### config.mk
export PLATFORM = sky130hd
export DESIGN_NAME = sccb_cmd_arbiter_flat
export DESIGN_NICKNAME = d
export VERILOG_FILES = /design/src/rtl/camera_pkg.sv /design/src/rtl/sccb_cmd_arbiter_if.sv /design/src/rtl/sccb_cmd_fifo.sv /design/src/rtl/sccb_cmd_arbiter.sv /design/src/flat_wrapper.sv
export SDC_FILE = /design/constraint.sdc
export NUM_CORES = 1
export LEC_CHECK = 0
export CAP_MARGIN = 15
export CORE_MARGIN = 2
export CORE_UTILIZATION = 40
export DETAILED_ROUTE_END_ITERATION = 6
export REMOVE_ABC_BUFFERS = 1
export SLEW_MARGIN = 20
export SYNTH_ARGS = -nofsm -noshare
export SYNTH_HDL_FRONTEND = slang
export SYNTH_HIERARCHICAL = 1
export SYNTH_SLANG_ARGS = --single-unit
### constraint.sdc
create_clock -name clk -period 2.6 [get_ports clk]
set_input_delay 0.52 -clock clk [delete_from_list [all_inputs] [get_ports clk]]
set_output_delay 0.52 -clock clk [all_outputs]
set_load 0.05 [all_outputs]
### src/rtl/camera_pkg.sv
// Shared definitions for the camera subsystem SCCB command path.
package camera_pkg;

    localparam int         CMD_W          = 16;
    localparam logic [7:0] CAM_ID_DEFAULT = 8'h42;

    localparam logic [1:0] ST_IDLE    = 2'd0;
    localparam logic [1:0] ST_GRANT   = 2'd1;
    localparam logic [1:0] ST_HOLDOFF = 2'd2;

    function automatic logic [7:0] cmd_reg(input logic [CMD_W-1:0] cmd);
        return cmd[15:8];
    endfunction

    function automatic logic [7:0] cmd_value(input logic [CMD_W-1:0] cmd);
        return cmd[7:0];
    endfunction

endpackage

### src/rtl/sccb_cmd_arbiter_if.sv
// Handshake bundle between the command arbiter and the SCCB write engine.
interface sccb_cmd_arbiter_if;

    logic       i2c_send;
    logic       i2c_taken;
    logic [7:0] i2c_id;
    logic [7:0] i2c_reg;
    logic [7:0] i2c_value;

    modport master (output i2c_send, i2c_id, i2c_reg, i2c_value, input i2c_taken);
    modport slave  (input i2c_send, i2c_id, i2c_reg, i2c_value, output i2c_taken);

endinterface

### src/rtl/sccb_cmd_fifo.sv
// Synchronous FIFO for queued user register writes; pointers wrap on a power-of-two depth.
module sccb_cmd_fifo #(
    parameter  int DEPTH = 4,
    parameter  int WIDTH = 16,
    localparam int AW    = (DEPTH > 1) ? $clog2(DEPTH) : 1,
    localparam int CW    = $clog2(DEPTH + 1)
) (
    input  logic             clk,
    input  logic             rst,
    input  logic             push,
    input  logic             pop,
    input  logic [WIDTH-1:0] din,
    output logic [WIDTH-1:0] dout,
    output logic             full,
    output logic             empty,
    output logic [CW-1:0]    count
);

    logic [WIDTH-1:0] mem [DEPTH];
    logic [AW-1:0]    wr_ptr;
    logic [AW-1:0]    rd_ptr;
    logic             do_push;
    logic             do_pop;

    assign full    = (count == CW'(DEPTH));
    assign empty   = (count == '0);
    assign do_push = push && !full;
    assign do_pop  = pop && !empty;
    assign dout    = mem[rd_ptr];

    always_ff @(posedge clk) begin
        if (do_push) begin
            mem[wr_ptr] <= din;
        end
    end

    always_ff @(posedge clk or posedge rst) begin
        if (rst) begin
            wr_ptr <= '0;
            rd_ptr <= '0;
            count  <= '0;
        end else begin
            if (do_push) begin
                wr_ptr <= wr_ptr + 1'b1;
            end
            if (do_pop) begin
                rd_ptr <= rd_ptr + 1'b1;
            end
            case ({do_push, do_pop})
                2'b10:   count <= count + 1'b1;
                2'b01:   count <= count - 1'b1;
                default: count <= count;
            endcase
        end
    end

endmodule

### src/rtl/sccb_cmd_arbiter.sv
// Shares one SCCB write engine between the init ROM sequencer and queued user writes.
// state   | meaning
// IDLE    | arbitrate between ROM and user FIFO
// GRANT   | i2c_send high, command held until i2c_taken
// HOLDOFF | gap countdown so the ROM output settles after cfg_advance
module sccb_cmd_arbiter
    import camera_pkg::*;
#(
    parameter logic [7:0] CAM_ID        = CAM_ID_DEFAULT,
    parameter int         FIFO_DEPTH    = 4,
    parameter int         GAP_CYCLES    = 2,
    parameter int         MAX_CFG_BURST = 8
) (
    input  logic               clk,
    input  logic               rst,
    input  logic [CMD_W-1:0]   cfg_cmd,
    input  logic               cfg_finished,
    output logic               cfg_advance,
    input  logic               usr_valid,
    input  logic [CMD_W-1:0]   usr_cmd,
    output logic               usr_ready,
    output logic               usr_overflow,
    sccb_cmd_arbiter_if.master i2c,
    output logic               grant_cfg,
    output logic               busy
);

    localparam int CNT_W   = $clog2(FIFO_DEPTH + 1);
    localparam int GAP_W   = $clog2(GAP_CYCLES);
    localparam int BURST_W = $clog2(MAX_CFG_BURST + 1);

    logic [1:0]         state;
    logic               send_q;
    logic [7:0]         reg_q;
    logic [7:0]         val_q;
    logic [GAP_W-1:0]   gap_cnt;
    logic [BURST_W-1:0] burst_cnt;

    logic [CMD_W-1:0]   fifo_head;
    logic               fifo_full;
    logic               fifo_empty;
    logic [CNT_W-1:0]   fifo_count;
    logic               fifo_push;
    logic               fifo_pop;
    logic               cfg_req;
    logic               usr_req;
    logic               taken_in_grant;

    assign cfg_req        = !cfg_finished;
    assign usr_req        = !fifo_empty;
    assign taken_in_grant = (state == ST_GRANT) && i2c.i2c_taken;

    assign usr_ready = (fifo_count != CNT_W'(FIFO_DEPTH));
    assign fifo_push = usr_valid && usr_ready;
    assign fifo_pop  = taken_in_grant && !grant_cfg;
    assign busy      = (state != ST_IDLE) || !fifo_empty;

    assign i2c.i2c_send  = send_q;
    assign i2c.i2c_id    = CAM_ID;
    assign i2c.i2c_reg   = reg_q;
    assign i2c.i2c_value = val_q;

    sccb_cmd_fifo #(
        .DEPTH (FIFO_DEPTH),
        .WIDTH (CMD_W)
    ) u_fifo (
        .clk   (clk),
        .rst   (rst),
        .push  (fifo_push),
        .pop   (fifo_pop),
        .din   (usr_cmd),
        .dout  (fifo_head),
        .full  (fifo_full),
        .empty (fifo_empty),
        .count (fifo_count)
    );

    always_ff @(posedge clk or posedge rst) begin
        if (rst) begin
            usr_overflow <= 1'b0;
        end else if (usr_valid && fifo_full) begin
            usr_overflow <= 1'b1;
        end
    end

    always_ff @(posedge clk or posedge rst) begin
        if (rst) begin
            state       <= ST_IDLE;
            send_q      <= 1'b0;
            reg_q       <= '0;
            val_q       <= '0;
            grant_cfg   <= 1'b0;
            cfg_advance <= 1'b0;
            gap_cnt     <= '0;
            burst_cnt   <= '0;
        end else begin
            cfg_advance <= 1'b0;
            case (state)
                ST_IDLE: begin
                    // ROM wins unless it has already used its burst allowance while users wait
                    if (cfg_req && (!usr_req || burst_cnt < BURST_W'(MAX_CFG_BURST))) begin
                        reg_q     <= cmd_reg(cfg_cmd);
                        val_q     <= cmd_value(cfg_cmd);
                        grant_cfg <= 1'b1;
                        burst_cnt <= usr_req ? burst_cnt + 1'b1 : '0;
                        send_q    <= 1'b1;
                        state     <= ST_GRANT;
                    end else if (usr_req) begin
                        reg_q     <= cmd_reg(fifo_head);
                        val_q     <= cmd_value(fifo_head);
                        grant_cfg <= 1'b0;
                        burst_cnt <= '0;
                        send_q    <= 1'b1;
                        state     <= ST_GRANT;
                    end
                end
                ST_GRANT: begin
                    if (i2c.i2c_taken) begin
                        send_q      <= 1'b0;
                        cfg_advance <= grant_cfg;
                        gap_cnt     <= GAP_W'(GAP_CYCLES - 1);
                        state       <= ST_HOLDOFF;
                    end
                end
                ST_HOLDOFF: begin
                    if (gap_cnt == '0) begin
                        state <= ST_IDLE;
                    end else begin
                        gap_cnt <= gap_cnt - 1'b1;
                    end
                end
                default: state <= ST_IDLE;
            endcase
        end
    end

endmodule

### src/flat_wrapper.sv
// flat-port wrapper written by rule: the top's interface ports become plain ports
module sccb_cmd_arbiter_flat import camera_pkg::*;
#(
    parameter logic [7:0] CAM_ID        = CAM_ID_DEFAULT,
    parameter int         FIFO_DEPTH    = 4,
    parameter int         GAP_CYCLES    = 2,
    parameter int         MAX_CFG_BURST = 8
)
  (clk, rst, cfg_cmd, cfg_finished, cfg_advance, usr_valid, usr_cmd, usr_ready, usr_overflow, grant_cfg, busy, i2c_i2c_send, i2c_i2c_id, i2c_i2c_reg, i2c_i2c_value, i2c_i2c_taken);
  sccb_cmd_arbiter_if i2c_i ();
  input  logic clk;
  input  logic rst;
  input  logic [CMD_W-1:0] cfg_cmd;
  input  logic cfg_finished;
  output logic cfg_advance;
  input  logic usr_valid;
  input  logic [CMD_W-1:0] usr_cmd;
  output logic usr_ready;
  output logic usr_overflow;
  output logic grant_cfg;
  output logic busy;
  output wire logic [$bits(i2c_i.i2c_send)-1:0] i2c_i2c_send;
  output wire logic [$bits(i2c_i.i2c_id)-1:0] i2c_i2c_id;
  output wire logic [$bits(i2c_i.i2c_reg)-1:0] i2c_i2c_reg;
  output wire logic [$bits(i2c_i.i2c_value)-1:0] i2c_i2c_value;
  input wire logic [$bits(i2c_i.i2c_taken)-1:0] i2c_i2c_taken;
  assign i2c_i2c_send = i2c_i.i2c_send;
  assign i2c_i2c_id = i2c_i.i2c_id;
  assign i2c_i2c_reg = i2c_i.i2c_reg;
  assign i2c_i2c_value = i2c_i.i2c_value;
  assign i2c_i.i2c_taken = i2c_i2c_taken;
  sccb_cmd_arbiter #(.CAM_ID(CAM_ID), .FIFO_DEPTH(FIFO_DEPTH), .GAP_CYCLES(GAP_CYCLES), .MAX_CFG_BURST(MAX_CFG_BURST)) u_core (.clk(clk), .rst(rst), .cfg_cmd(cfg_cmd), .cfg_finished(cfg_finished), .cfg_advance(cfg_advance), .usr_valid(usr_valid), .usr_cmd(usr_cmd), .usr_ready(usr_ready), .usr_overflow(usr_overflow), .i2c(i2c_i), .grant_cfg(grant_cfg), .busy(busy));
endmodule
==> results.cfg, run 1 <==
[status]
status = finished clean

[global_routing]
grt_start_max_net_pins = 19
first_global_vias = 2481
track_usage = 0.163
overflow = 0
antenna_found_initial = 0
grt_first_pass_wirelength_um = 13600

[routing]
first_iter_violations = 125
routed_wl_um = 8350
drc = 0
ant_nets = 0
via_per_inst = 5.07
vias = 2468
wire_per_inst_um = 17.2
drt-pass1-iter-count = 6

[floorplanning]
die_w_um = 106
die_area_um2 = 11100
design.portCount = 67
core_um2 = 10200
rows = 37
start_util = 0.405
dieHeight_um = 106

[worst_setup_path]
worst-path-max-fanout = 6
timing.critical_path.cells = nor3_1, nand2_1, clkdlybuf4s50_1
cp_slowest_cell = clkdlybuf4s50_1
r2r_start = u_core/u_fifo/count[0]
path_buf_inv = 1
crit_family = buffers and inverters
endpoint = busy
path_class = flop to output port
r2r-end = u_core/u_fifo/count[2]
required_ns = 2.08
crit_path_start = u_core/u_fifo/count[0]
critPathArrivalTime_ns = 1.94
cp-end-kind = output port
crit_cells = 3
ff2ff_path_depth = 11
startpoint_type = flop
r2r_setup_slack_ns = 0.48
max_stage_delay_ns = 0.71

[sta]
fin_tns_setup_ns = 0
setup_viol = 0
min_period_ns = 2.46
finClkSkew_ns = 0.0112
fmax_mhz = 406
rsz0062_at_grt = false
slew_headroom = 0.475
tightest_slew_ns = 0.787
final_max_slew_viol_count = 0
finalCritPeriodShare = 0.947
finalHoldViolations = 0

[synth]
syn-instance-count = 276
synth_common_cells = edfxtp_1, dfrtp_1, nor2_1, o21ai_0, a21oi_1
syn-cell-area_um2 = 4130
synth-seq-cells = 98
yosysTopAreaCell = edfxtp_1
synthArstFlopShare = 0.347
syn_area_per_cell_um2 = 15.0
seq_area_frac_synth = 0.672
synth_cell_types = 39
yosys_warnings = 6
synth.most_common_cell = edfxtp_1
yosys-top-cells-area = edfxtp_1, dfrtp_1, mux4_1
synth_ff_type = edfxtp_1
yosys.area.top_type_share = 0.466
synth-edff-count = 64

[placed_design]
place_area_um2 = 4880
dp_hpwl_um = 5680
dp_cells = 471
gp_congestion = 0.712
port-buffer-count = 58

[layout]
area_delta_synth_final_pct = 23.7
fillers = 907
diodes = 0
final_cell_area_um2 = 5100
largest_register_ffs = 64
drive_gt1_frac = 0.131
final_cells = 487
finalNetCount = 390

[clock_tree]
cts_resized = 0
cts_buffers = 9
cts_tree = yes
cts_root_buf = clkbuf_8
cts.clk_slew.worst_paths_ns = 0.10
ctsLongestPathBuffers = 2
clkLatencyLatePin_ns = 0.37
postCtsSetupRepairBufs = 0
cts.sinks = 98
htree_levels = 3
cts_hold_buf = 0

[run]
maxCapViolCount = 0

[hold_path]
hold_class = primary input to asynchronous set/reset pin

[pwr]
seqPwrFrac = 0.409
p_clk_frac = 0.183
cellInternalPower_mw = 3.69
power_leakage_nw = 1.89
power.density_nw_per_um2 = 1170
p_sw_frac = 0.380
ir_drop_mv = 0.503
p_comb_frac = 0.407
switchingPower_mw = 2.26
-- cells by family (layout without fill, tap and decap cells) --
group / after synthesis / in the layout / share of synthesized area
buffers and inverters: 35 / 104 / 0.0485
muxes: 18 / 18 / 0.0997
adders and majority gates: 7 / 7 / 0.0230
other: 2 / 8 / 0.00182
and+or+nand+nor: 49 / 49 / 0.0585
AOI/OAI and AO/OA: 61 / 61 / 0.0840
xor gates and xnor gates: 6 / 6 / 0.0127
DFF: 98 / 98 / 0.672
-- stage by stage --
stage	power, mW	util	hold WS (ns)	worst slack (ns)
after floorplan	4.04	-	0.323	0.234
after CTS	6.01	0.501	0.415	0.0915
after detailed placement	4.92	0.479	0.458	0.0841
after global routing	6.31	0.501	0.454	0.0514
final	5.95	0.501	0.406	0.139
after global placement	4.88	0.479	0.443	0.101
-- worst min path at each step --
stage	from	end	slack (ns)	depth (start not counted)
floorplan	rst	u_core/u_fifo/count[0]	0.32	1
global placement	u_core/usr_overflow	u_core/usr_overflow	0.44	1
detailed placement	u_core/usr_overflow	u_core/usr_overflow	0.46	1
CTS	rst	u_core/u_fifo/count[1]	0.41	2
global route	rst	u_core/u_fifo/count[1]	0.45	2
finish	rst	u_core/u_fifo/count[2]	0.41	2
-- power by group through the flow --
stage / Sequential, mW / Combinational, mW / Clock (mW)
after global routing: 2.50 / 2.64 / 1.18
after floorplan: 2.97 / 1.07 / 0
final: 2.43 / 2.42 / 1.09
after global placement: 2.46 / 2.42 / 0
after detailed placement: 2.48 / 2.44 / 0
after CTS: 2.44 / 2.45 / 1.11
-- placed cells by master (no fill, tap or decap), types with 2 or more instances in the layout --
cell	netlist	final
and2_1	5	5
nand2b_1	2	2
inv_6	0	2
edfxtp_1	64	64
nand3b_1	2	2
clkbuf_8	0	9
ha_1	6	6
xnor2_1	3	3
a21oi_1	18	18
o21ai_1	3	3
mux4_2	8	8
o21ai_0	19	19
nor2_1	21	21
a31oi_1	16	16
clkdlybuf4s50_1	0	58
dfrtp_1	34	34
xor2_1	3	3
conb_1	2	8
bufinv_16	0	2
inv_1	11	11
mux4_1	8	8
nand2_1	11	11
buf_4	8	18
nand3_1	2	2
-- layout make-up --
class                      instances  area (um2)  share of cell area
tap                              136         170              0.0333
timing repair buffer              76         716               0.140
clock inverter                     6        96.3              0.0189
multi-input combinational        149        1180               0.231
clock buffer                      10         128              0.0250
sequential                        98        2770               0.543
inverter                          12        45.0             0.00882
-- metal layers --
metal	routed length, um	global-route usage
met1	3740	0.228
met2	3970	0.256
met3	548	0.0334
met4	92	0.0536
met5	0	0
Power figures use the tool's default switching activity.
==> run 2, diff against run 1 <==
MAX_ROUTING_LAYER = met4   (was not set)
SETUP_SLACK_MARGIN = 0.2   (was not set)
==> run 2 against run 1 <==
Against the previous run:
- sequential share of layout area about the same
- die area unchanged
- final cell count unchanged
- via count down 0.53%
- maximum frequency up 7.8%
- design area about the same
- clock power about the same
- setup slack better by 0.18 ns
- clock skew about the same
- largest power group unchanged
==> results.cfg, run 2 (synthesis gave the netlist of run 1 again) <==
[pwr]
switchingPower_mw = 2.25
p_sw_frac = 0.379
ir_drop_mv = 0.504
cellInternalPower_mw = 3.69
p_clk_frac = 0.183
seqPwrFrac = 0.410
p_comb_frac = 0.407
power_leakage_nw = 1.89
power.density_nw_per_um2 = 1160

[worst_setup_path]
startpoint_type = flop
critPathArrivalTime_ns = 1.76
required_ns = 2.08
path_class = flop to output port
worst-path-max-fanout = 6
r2r_setup_slack_ns = 0.48
cp-end-kind = output port

[floorplanning]
die_area_um2 = 11100
core_um2 = 10200
die_w_um = 106
rows = 37
dieHeight_um = 106
design.portCount = 67
start_util = 0.405

[clock_tree]
cts_root_buf = clkbuf_8
cts_resized = 1
cts.clk_slew.worst_paths_ns = 0.10
postCtsSetupRepairBufs = 0
cts_tree = yes
ctsLongestPathBuffers = 2
cts_buffers = 9
htree_levels = 3
clkLatencyLatePin_ns = 0.36
cts.sinks = 98
cts_hold_buf = 0

[sta]
fmax_mhz = 438
rsz0062_at_grt = false
finalCritPeriodShare = 0.878
setup_viol = 0
fin_hold_ws_ns = 0.412
finClkSkew_ns = 0.0113
finalHoldViolations = 0
tightest_slew_ns = 0.786
min_period_ns = 2.28
layout_setup_ws_ns = 0.318
final_max_slew_viol_count = 0
fin_tns_setup_ns = 0
slew_headroom = 0.476

[placed_design]
place_area_um2 = 4880
place_ws_ns = 0.0841
dp_hpwl_um = 5680
port-buffer-count = 58
gp_congestion = 0.720

[layout]
layout_common_cells = edfxtp_1, clkdlybuf4s50_1, dfrtp_1
area_delta_synth_final_pct = 23.6
drive_gt1_frac = 0.131
diodes = 0
final_common_cell = edfxtp_1
finalNetCount = 390
final_cell_area_um2 = 5100
largest_register_ffs = 64

[routing]
first_iter_violations = 130
drc = 0
routed_wl_um = 8300
via_per_inst = 5.04
wire_per_inst_um = 17.0
ant_nets = 0
drt-pass1-iter-count = 4
vias = 2455

[global_routing]
antenna_found_initial = 0
track_usage = 0.168
grt_first_pass_wirelength_um = 13600
grt_start_max_net_pins = 19
first_global_vias = 2480
overflow = 0

[hold_path]
hold_class = primary input to asynchronous set/reset pin

[status]
status = finished clean

[run]
maxCapViolCount = 0
-- run 2: cell types whose count changed in the layout (fill, tap and decap cells not counted), sizes merged --
cell           delta
clkdlybuf4s50     -1
dlygate4sd2       +1
-- run 2: area by class of cell --
class                           instances  area, um2
Multi-Input combinational cell        149       1180
Timing Repair Buffer                   76        714
Sequential cell                        98       2770
Clock inverter                          6       96.3
Fill cell                             908       5080
Clock buffer                           10        128
Inverter                               12       45.0
Tap cell                              136        170
-- run 2: worst paths after layout --
| check | startpoint | endpoint | cells after the start |
|---|---|---|---|
| min in group clk | u_core/usr_overflow | u_core/usr_overflow | 1 |
| max in group asynchronous | rst | u_core/i2c.i2c_reg[0] | 3 |
| hold / removal | rst | u_core/u_fifo/count[1] | 2 |
| hold reg to reg | u_core/usr_overflow | u_core/usr_overflow | 1 |
| setup reg to reg | u_core/u_fifo/count[0] | u_core/u_fifo/count[2] | 11 |
| setup / recovery | u_core/u_fifo/count[0] | usr_ready | 3 |
-- run 2: per-stage QoR --
step / power [mW] / cells / utilization
after floorplan: 4.04 / 259 / -
after global placement: 4.88 / 471 / 0.479
after detailed placement: 4.92 / 471 / 0.479
after CTS: 6.01 / 487 / 0.501
after global routing: 6.31 / 487 / 0.501
final: 5.94 / 487 / 0.501
-- run 2: critical path, stage by stage, from the launching register on --
cell and delay (ns):
dfrtp_1 0.47, nor2_1 0.06, nand2_1 0.08, clkdlybuf4s50_1 0.79
-- run 2: power groups by stage --
| stage | registers, mW | logic, mW | clock network [mW] |
|---|---|---|---|
| CTS | 2.44 | 2.45 | 1.11 |
| detailed placement | 2.48 | 2.44 | 0 |
| finish | 2.44 | 2.42 | 1.09 |
| global route | 2.50 | 2.63 | 1.18 |
| global placement | 2.46 | 2.42 | 0 |
| floorplan | 2.97 | 1.07 | 0 |
-- run 2: metal layers --
layer,global-route usage,share of wire
met1,0.228,0.45
met2,0.257,0.48
met3,0.0383,0.065
met4,0.0479,0.0094
met5,-,0
==> run 3, diff against run 2 <==
==> constraint.sdc (replaced) <==
create_clock -name clk -period 2.5 [get_ports clk]
set_input_delay 0.5 -clock clk [delete_from_list [all_inputs] [get_ports clk]]
set_output_delay 0.5 -clock clk [all_outputs]
set_load 0.005 [all_outputs]
==> run 3 against run 2 <==
Against the previous run:
- global-route usage decreased by 0.31 points
- combinational power down 17%
- clock power is 10% higher
- clock skew shrank 0.0043 ns
- first-iteration DRC count shrank 28%
- routed wire length grew 0.36%
==> results.cfg, run 3 (synthesis gave the netlist of run 1 again) <==
[status]
status = finished clean

[global_routing]
grt_first_pass_wirelength_um = 13400
grt_start_max_net_pins = 19
overflow = 0
antenna_found_initial = 0
track_usage = 0.165
first_global_vias = 2507

[sta]
final_max_slew_viol_count = 0
finClkSkew_ns = 0.00698
fmax_mhz = 461
fin_tns_setup_ns = 0
setup_viol = 0
tightest_slew_ns = 0.746
slew_headroom = 0.503
min_period_ns = 2.17
rsz0062_at_grt = true
finalCritPeriodShare = 0.868
finalHoldViolations = 0

[placed_design]
dp_hpwl_um = 5580
port-buffer-count = 58
gp_congestion = 0.750
dp_cells = 474

[pwr]
switchingPower_mw = 1.74
cellInternalPower_mw = 3.98
p_clk_frac = 0.210
seqPwrFrac = 0.438
p_comb_frac = 0.352
p_sw_frac = 0.304
power.density_nw_per_um2 = 1110
ir_drop_mv = 0.441
power_leakage_nw = 1.92

[clock_tree]
htree_levels = 3
cts.sinks = 98
ctsLongestPathBuffers = 2
cts_hold_buf = 0
cts.clk_slew.worst_paths_ns = 0.09
clkLatencyLatePin_ns = 0.35
postCtsSetupRepairBufs = 0
cts_tree = yes
cts_root_buf = clkbuf_8
cts_buffers = 9

[worst_setup_path]
path_buf_inv = 2
r2r_setup_slack_ns = 0.33
path_class = flop to flop
cp-end-kind = flop
startpoint_type = flop
cp_slowest_cell = dfrtp_1
r2r-end = u_core/u_fifo/count[2]
critPathArrivalTime_ns = 2.45
ff2ff_path_depth = 11
max_stage_delay_ns = 0.47
timing.critical_path.cells = nor2_1, nand2_1, and2_1, nor2b_2, inv_1, ha_1, inv_1, fa_1, xor2_1, nor2_1, xor2_1
required_ns = 2.78
crit_family = simple AND/OR/NAND/NOR gates
r2r_start = u_core/u_fifo/count[0]
worst-path-max-fanout = 7

[run]
maxCapViolCount = 0

[routing]
top_layer = met4
first_iter_violations = 93
via_per_inst = 4.97
vias = 2436
routed_wl_um = 8330
drt-pass1-iter-count = 4
dr_wl_met2_um = 4150
routedLengthMet1_um = 3620
wire_per_inst_um = 17.0
drc = 0
dr_wl_met3_um = 528
ant_nets = 0

[floorplanning]
design.portCount = 67
core_um2 = 10200
die_area_um2 = 11100
dieHeight_um = 106
die_w_um = 106
rows = 37
start_util = 0.405

[layout]
drive_gt1_frac = 0.138
largest_register_ffs = 64
regArea_um2 = 2770
diodes = 0
layout_common_cells = edfxtp_1, clkdlybuf4s50_1, dfrtp_1
multiInputGateArea_um2 = 1180
finalNetCount = 393
area_delta_synth_final_pct = 25.3
fillers = 868
final_common_cell = edfxtp_1
final_cells = 490

[hold_path]
hold_class = primary input to asynchronous set/reset pin
[run 3: layout make-up]
| class | count | share of cell area |
|---|---|---|
| Sequential cell | 98 | 0.536 |
| Multi-Input combinational cell | 149 | 0.229 |
| Timing Repair Buffer | 79 | 0.148 |
| Tap cell | 136 | 0.0329 |
| Clock buffer | 10 | 0.0247 |
| Clock inverter | 6 | 0.0215 |
| Inverter | 12 | 0.00871 |
[run 3: worst max-delay path by stage]
stage | startpoint | endpoint | slack [ns] | cells after the start
6_report | u_core/u_fifo/count[0] | u_core/u_fifo/count[2] | 0.33 | 11
5_1_grt | u_core/u_fifo/count[0] | u_core/u_fifo/count[2] | 0.19 | 11
4_1_cts | u_core/u_fifo/count[0] | busy | 0.26 | 3
3_5_place_dp | i2c_i2c_taken | u_core/u_fifo/count[2] | -0.002 | 10
3_3_place_gp | i2c_i2c_taken | u_core/u_fifo/count[2] | 0.03 | 10
2_1_floorplan | u_core/u_fifo/count[0] | u_core/u_fifo/count[2] | 0.49 | 11
[run 3: what timing repair did]
action	CTS	global route
endpoints found under the hold margin	0	0
gates resized for setup	0	1
endpoints found under the setup margin	0	1
[run 3: per-stage QoR]
stage	utilization	area (um2)	hold slack [ns]	setup slack [ns]	total power, mW
after floorplan	-	4000	0.303	0.492	3.60
after global placement	0.484	4930	0.439	0.0315	4.54
after detailed placement	0.484	4930	0.453	-0.00223	4.58
after CTS	0.507	5170	0.406	0.263	5.79
after global routing	0.508	5170	0.421	0.193	6.10
final	0.508	5170	0.404	0.329	5.72
[run 3: power by group through the flow]
stage | logic (mW) | clock network (mW) | registers (mW)
CTS | 2.04 | 1.23 | 2.51
floorplan | 1.05 | 0 | 2.55
finish | 2.02 | 1.20 | 2.51
detailed placement | 2.04 | 0 | 2.54
global placement | 2.01 | 0 | 2.53
global route | 2.24 | 1.29 | 2.57
[run 3: routing by layer]
layer,up-vias,track usage
met5,-,-
met2,82,0.267
li1,1158,-
met4,0,0.0479
met3,4,0.0291
met1,1192,0.215
[run 3: worst register-to-register path: cells and delay by family (launching register included)]
family,cells,cell delay (ns)
buffers and inverters,2,0.13
flip-flops,1,0.47
AND/OR/NAND/NOR,5,0.65
adder cells (fa/ha/maj),2,0.55
XOR/XNOR,2,0.30
